[config.mk]
export PLATFORM = sky130hd
export DESIGN_NAME = scan_frame_receiver
export DESIGN_NICKNAME = d
export VERILOG_FILES = /design/src/rtl/scan_frame_receiver.sv
export SDC_FILE = /design/constraint.sdc
export NUM_CORES = 1
export LEC_CHECK = 0
export ABC_CLOCK_PERIOD_IN_PS = 2700
export BUFFER_PORTS_ARGS = -buffer_cell sky130_fd_sc_hd__buf_2
export CORE_ASPECT_RATIO = 0.9
export CORE_MARGIN = 10
export CORE_UTILIZATION = 50
export DETAILED_ROUTE_END_ITERATION = 10
export PLACE_DENSITY = 0.67
export SYNTH_ARGS = -nofsm -noshare
export SYNTH_HDL_FRONTEND = slang
export SYNTH_SLANG_ARGS = --single-unit
[constraint.sdc]
create_clock -name clk -period 2.7 [get_ports clk]
set_clock_uncertainty 0.15 [all_clocks]
set_input_delay 0.135 -clock clk [delete_from_list [all_inputs] [get_ports clk]]
set_output_delay 0.135 -clock clk [all_outputs]
set_load 0.02 [all_outputs]
[src/rtl/scan_frame_receiver.sv]
// Processor-side receiver for the scanner serial transfer port: commands a scan, deserialises
// FRAME_BYTES LSB-first bytes into a host-readable frame memory. Optional SCAN_RX_CHECKSUM_EN.
module scan_frame_receiver #(
    parameter int FRAME_BYTES = 10,
    parameter int TIMEOUT     = 255
) (
    input  logic       clk,
    input  logic       rst,
    input  logic       start,
    input  logic       scan_ready,
    output logic [1:0] scan_cmd,
    input  logic       ser_en,
    input  logic       ser_data,
    input  logic [3:0] rd_addr,
    output logic [7:0] rd_data,
    output logic       busy,
    output logic       frame_done,
    output logic       timeout_err,
    output logic [3:0] byte_count,
    output logic [7:0] checksum
);

    typedef enum logic [2:0] {
        ST_IDLE     = 3'd0,
        ST_REQ      = 3'd1,
        ST_WAIT_RDY = 3'd2,
        ST_XREQ     = 3'd3,
        ST_XFER     = 3'd4,
        ST_DONE     = 3'd5
    } state_t;

    localparam logic [7:0] TMO_LAST  = 8'(TIMEOUT - 1);
    localparam logic [4:0] LAST_BYTE = 5'(FRAME_BYTES - 1);

    state_t      state_q, state_d;
    logic [1:0]  scan_cmd_q, scan_cmd_d;
    logic        busy_q, busy_d;
    logic        frame_done_q, frame_done_d;
    logic        timeout_err_q, timeout_err_d;
    logic [4:0]  byte_count_q, byte_count_d;
    logic [2:0]  bit_cnt_q, bit_cnt_d;
    logic [7:0]  tmo_q, tmo_d;
    logic [7:0]  shift_q, shift_d;
    logic [7:0]  rd_data_q;
    logic        mem_we_s;
    logic [7:0]  byte_s;
    logic [7:0]  mem_q [0:15];
`ifdef SCAN_RX_CHECKSUM_EN
    logic [7:0]  checksum_q, checksum_d;

    function automatic logic [7:0] csum_update(input logic [7:0] acc, input logic [7:0] data);
        return acc ^ data;
    endfunction
`endif

    // Next-state, counters, memory write strobe and registered-output precompute
    always_comb begin
        state_d       = state_q;
        timeout_err_d = timeout_err_q;
        byte_count_d  = byte_count_q;
        bit_cnt_d     = bit_cnt_q;
        tmo_d         = tmo_q;
        shift_d       = shift_q;
        mem_we_s      = 1'b0;
        byte_s        = shift_q;
        byte_s[bit_cnt_q] = ser_data;
`ifdef SCAN_RX_CHECKSUM_EN
        checksum_d    = checksum_q;
`endif
        case (state_q)
            ST_IDLE: begin
                if (start) begin
                    state_d       = ST_REQ;
                    byte_count_d  = 5'd0;
                    timeout_err_d = 1'b0;
                    bit_cnt_d     = 3'd0;
                    shift_d       = 8'h00;
                    tmo_d         = 8'd0;
`ifdef SCAN_RX_CHECKSUM_EN
                    checksum_d    = 8'h00;
`endif
                end else begin
                    state_d = ST_IDLE;
                end
            end
            ST_REQ: begin
                state_d = ST_WAIT_RDY;
                tmo_d   = 8'd0;
            end
            ST_WAIT_RDY: begin
                if (scan_ready) begin
                    state_d = ST_XREQ;
                    tmo_d   = 8'd0;
                end else if (tmo_q == TMO_LAST) begin
                    state_d       = ST_IDLE;
                    timeout_err_d = 1'b1;
                    tmo_d         = 8'd0;
                end else begin
                    tmo_d = tmo_q + 8'd1;
                end
            end
            // XREQ and XFER share the bit path; the first qualified bit is what leaves XREQ
            ST_XREQ, ST_XFER: begin
                if (ser_en) begin
                    tmo_d   = 8'd0;
                    state_d = ST_XFER;
                    if (bit_cnt_q == 3'd7) begin
                        mem_we_s     = 1'b1;
                        byte_count_d = byte_count_q + 5'd1;
                        bit_cnt_d    = 3'd0;
                        shift_d      = 8'h00;
`ifdef SCAN_RX_CHECKSUM_EN
                        checksum_d   = csum_update(checksum_q, byte_s);
`endif
                        if (byte_count_q == LAST_BYTE) begin
                            state_d = ST_DONE;
                        end else begin
                            state_d = ST_XFER;
                        end
                    end else begin
                        bit_cnt_d = bit_cnt_q + 3'd1;
                        shift_d   = byte_s;
                    end
                end else if (tmo_q == TMO_LAST) begin
                    state_d       = ST_IDLE;
                    timeout_err_d = 1'b1;
                    tmo_d         = 8'd0;
                    bit_cnt_d     = 3'd0;
                    shift_d       = 8'h00;
                end else begin
                    tmo_d = tmo_q + 8'd1;
                end
            end
            ST_DONE: begin
                state_d = ST_IDLE;
            end
            default: begin
                state_d = ST_IDLE;
            end
        endcase

        case (state_d)
            ST_REQ:  scan_cmd_d = 2'b01;
            ST_XREQ: scan_cmd_d = 2'b10;
            default: scan_cmd_d = 2'b00;
        endcase
        busy_d       = (state_d != ST_IDLE);
        frame_done_d = (state_d == ST_DONE);
    end

    // State and control registers
    always_ff @(posedge clk) begin
        if (rst) begin
            state_q       <= ST_IDLE;
            scan_cmd_q    <= 2'b00;
            busy_q        <= 1'b0;
            frame_done_q  <= 1'b0;
            timeout_err_q <= 1'b0;
            byte_count_q  <= 5'd0;
            bit_cnt_q     <= 3'd0;
            tmo_q         <= 8'd0;
            shift_q       <= 8'h00;
        end else begin
            state_q       <= state_d;
            scan_cmd_q    <= scan_cmd_d;
            busy_q        <= busy_d;
            frame_done_q  <= frame_done_d;
            timeout_err_q <= timeout_err_d;
            byte_count_q  <= byte_count_d;
            bit_cnt_q     <= bit_cnt_d;
            tmo_q         <= tmo_d;
            shift_q       <= shift_d;
        end
    end

`ifdef SCAN_RX_CHECKSUM_EN
    // Running XOR of stored bytes
    always_ff @(posedge clk) begin
        if (rst) begin
            checksum_q <= 8'h00;
        end else begin
            checksum_q <= checksum_d;
        end
    end
    assign checksum = checksum_q;
`else
    assign checksum = 8'h00;
`endif

    // Frame memory write; contents deliberately survive reset
    always_ff @(posedge clk) begin
        if (mem_we_s) begin
            mem_q[byte_count_q[3:0]] <= byte_s;
        end
    end

    // Registered host read port
    always_ff @(posedge clk) begin
        if (rst) begin
            rd_data_q <= 8'h00;
        end else begin
            rd_data_q <= mem_q[rd_addr];
        end
    end

    assign scan_cmd    = scan_cmd_q;
    assign busy        = busy_q;
    assign frame_done  = frame_done_q;
    assign timeout_err = timeout_err_q;
    assign byte_count  = byte_count_q[3:0];
    assign rd_data     = rd_data_q;

endmodule

==> metrics.yaml <==
avgSynthCellArea_sq_um: 15.28
crit_type: "register to register"
fin_hold_ws_ns: 0.02900
die_y_microns: 133.1
dieArea_sq_mm: 0.01939
arrival_ns: 2.35
cts_buffers: 17
finalSetupTns_ns: 0
vias: 4011
synth_warnings: 0
fin_crit_ns: 2.376
grt_pass1_wl_microns: 23970
drv_slew: 0
synthCells: 465
clk_latency_ns: 0.42
drt_wl_total_microns: 15160
cp-start-kind: "register"
synthTopCellsByCount: "edfxtp_1, dfxtp_1, mux4_2, nor2_1, nand2_1"
antenna_cells: 0
ys_top_cells_by_area: "edfxtp_1, dfxtp_1, mux4_2"
routabilityCongestion: 0.8554
worstSetupEndpointType: "register"
ir_drop_mv: 0.4686
hold_violations: 0
rsz0062_at_grt: "false"
ys_ff_latch: 168
synth_ff_type: "edfxtp_1"
use_met1_pct: 21.52
setup_viol: 0
wl_per_cell_microns: 21.54
yosysUniqueCellTypes: 63
yosysTopAreaCell: "edfxtp_1"
antenna_found_initial: 0
h-tree-depth: 4
required_ns: 2.68
final.period_utilization_pct: 88.01
dp_hpwl_microns: 10040
cts_hold_buf: 1
relSlewSlack_pct: 41.06
grt_pass1_vias: 4119
leakage_nw: 2.641
worst_pin_slew_ns: 0.8840
synth.cell_area_sq_mm: 0.007107
initial_core_util_pct: 50.93
yosysMostFrequentCell: "edfxtp_1"
tritoncts: "done"
clock_tree.root_cell: "clkbuf_16"
synth_edf_count: 128
first_iter_violations: 372
power.density_mw_per_mm2: 679.0
grt.busiest_layer: "met2"
clock.fmax_mhz: 420.8
dieWidth_microns: 145.7
rows: 41
ys_seq_area_share_pct: 65.35
post_cts_buffers: 0
met3_usage_pct: 4.333
crit_fanout: 10
drc: 0
ant_nets: 0
grt_max_degree: 32
min_path_type: "input port to register"
groute.usage.overall_pct: 16.13
top_level_ports: 35
overflow: 0
coreArea_sq_mm: 0.01395
drtPass1Iterations: 4
status: "finished, final reports clean"
gr-usage-met2_pct: 25.42
clkSlewWorstSetupHoldPaths_ns: 0.06
clockBufferDepth: 2
yosys.area.top_type_share_pct: 54.08
syn2layout_area_growth_pct: 12.82
async_flop_share_pct: 0
viasPerCell: 5.697
cts.sinks: 168
drive_gt1_share_pct: 24.27
portBuffers: 26
ctsResizeCount: 0
max_cap_viol_count: 0
nets: 517
fillers: 1136
[metal layers]
layer,vias to the layer above,share of wire [%]
met5,-,0
met4,0,1.1
met3,16,5.2
met2,118,47
met1,2021,46
li1,1856,-
[sequential cells by signal (all words and copies together), names as in the netlist]
register	flops
state_q	3
timeout_err	1
busy	1
mem_q	128
rd_data	8
byte_count_q	5
tmo_q	8
scan_cmd	2
shift_q	8
frame_done	1
bit_cnt_q	3
[worst paths after layout]
check,from,to,slack (ns),cells past startpoint
worst max-delay path,bit_cnt_q[1]$_SDFFE_PP0P_,mem_q[2][3]$_DFFE_PP_,0.32,7
worst min-delay path,ser_en,state_q[2]$_SDFF_PP0_,0.03,3
worst max register to register,bit_cnt_q[1]$_SDFFE_PP0P_,mem_q[2][3]$_DFFE_PP_,0.32,7
worst min register to register,timeout_err$_SDFFE_PP0P_,timeout_err$_SDFFE_PP0P_,0.31,2
[logic make-up (layout without fill, tap and decap cells)]
kind of cell / count (synthesis) / in the layout / share of synthesized area [%]
DFF: 168 / 168 / 65.35
and+or+nand+nor: 111 / 111 / 9.120
AOI/OAI and AO/OA: 72 / 72 / 8.240
muxes: 51 / 51 / 11.16
buffers and inverters: 47 / 86 / 3.803
adders and majority gates: 8 / 8 / 1.409
xor gates and xnor gates: 7 / 7 / 0.8627
other: 1 / 8 / 0.05277
[metrics by stage]
stage | worst slack, ns | cells | instance area [sq um] | power, mW | util, %
after detailed placement | 0.3311 | 672 | 7443 | 3.182 | 53.34
final | 0.3238 | 704 | 8018 | 5.444 | 57.46
after global placement | 0.4107 | 672 | 7443 | 3.176 | 53.34
after global routing | 0.1260 | 704 | 8018 | 5.628 | 57.46
after floorplan | 0.3021 | 472 | 7133 | 3.109 | -
after CTS | 0.3137 | 704 | 8018 | 5.469 | 57.46
[critical path, cell delays in order (launching register included)]
cell and delay [ns]:
dfxtp_1 0.49, ha_1 0.21, ha_1 0.18, nand2_1 0.15, a21oi_2 0.29, nand2_1 0.22, nor3_1 0.18, buf_4 0.20
[power breakdown]
group / internal (mW) / switching [mW]
clock network: 1.40 / 0.918
logic: 0.128 / 0.215
registers: 2.78 / 0.0109
total: 4.30 / 1.14
[cells in the final DEF (no fill, tap or decap), drive strengths merged, types with 2 or more instances in the layout]
cell,synthesis,routed
edfxtp,128,128
buf,26,47
nor2,22,22
clkinv,0,6
mux4,21,21
nand3,7,7
nand2b,7,7
or4,2,2
nand2,19,19
o211ai,6,6
inv,7,7
and3,8,8
or3,5,5
and2,3,3
nor2b,12,12
a211oi,7,7
o21ai,8,8
xnor2,3,3
mux2,16,16
a2111oi,2,2
a22o,6,6
a31oi,2,2
a32o,12,12
nand4,2,2
conb,1,8
a22oi,6,6
nor3b,3,3
ha,8,8
a21oi,12,12
nand3b,4,4
clkbuf,14,22
nor3,9,9
dfxtp,40,40
xor2,4,4
bufinv,0,2
mux2i,14,14
a221o,5,5
[area by class of cell]
cell class	instances	area (sq um)	area share [%]
Tap cell	193	241.5	3.012
Inverter	7	26.28	0.3277
Sequential cell	168	4644	57.93
Clock inverter	9	100.1	1.248
Timing Repair Buffer	48	322.8	4.026
Multi-Input combinational cell	257	2218	27.67
Clock buffer	22	464.2	5.790
No activity file was read; power rests on OpenSTA's default activity.
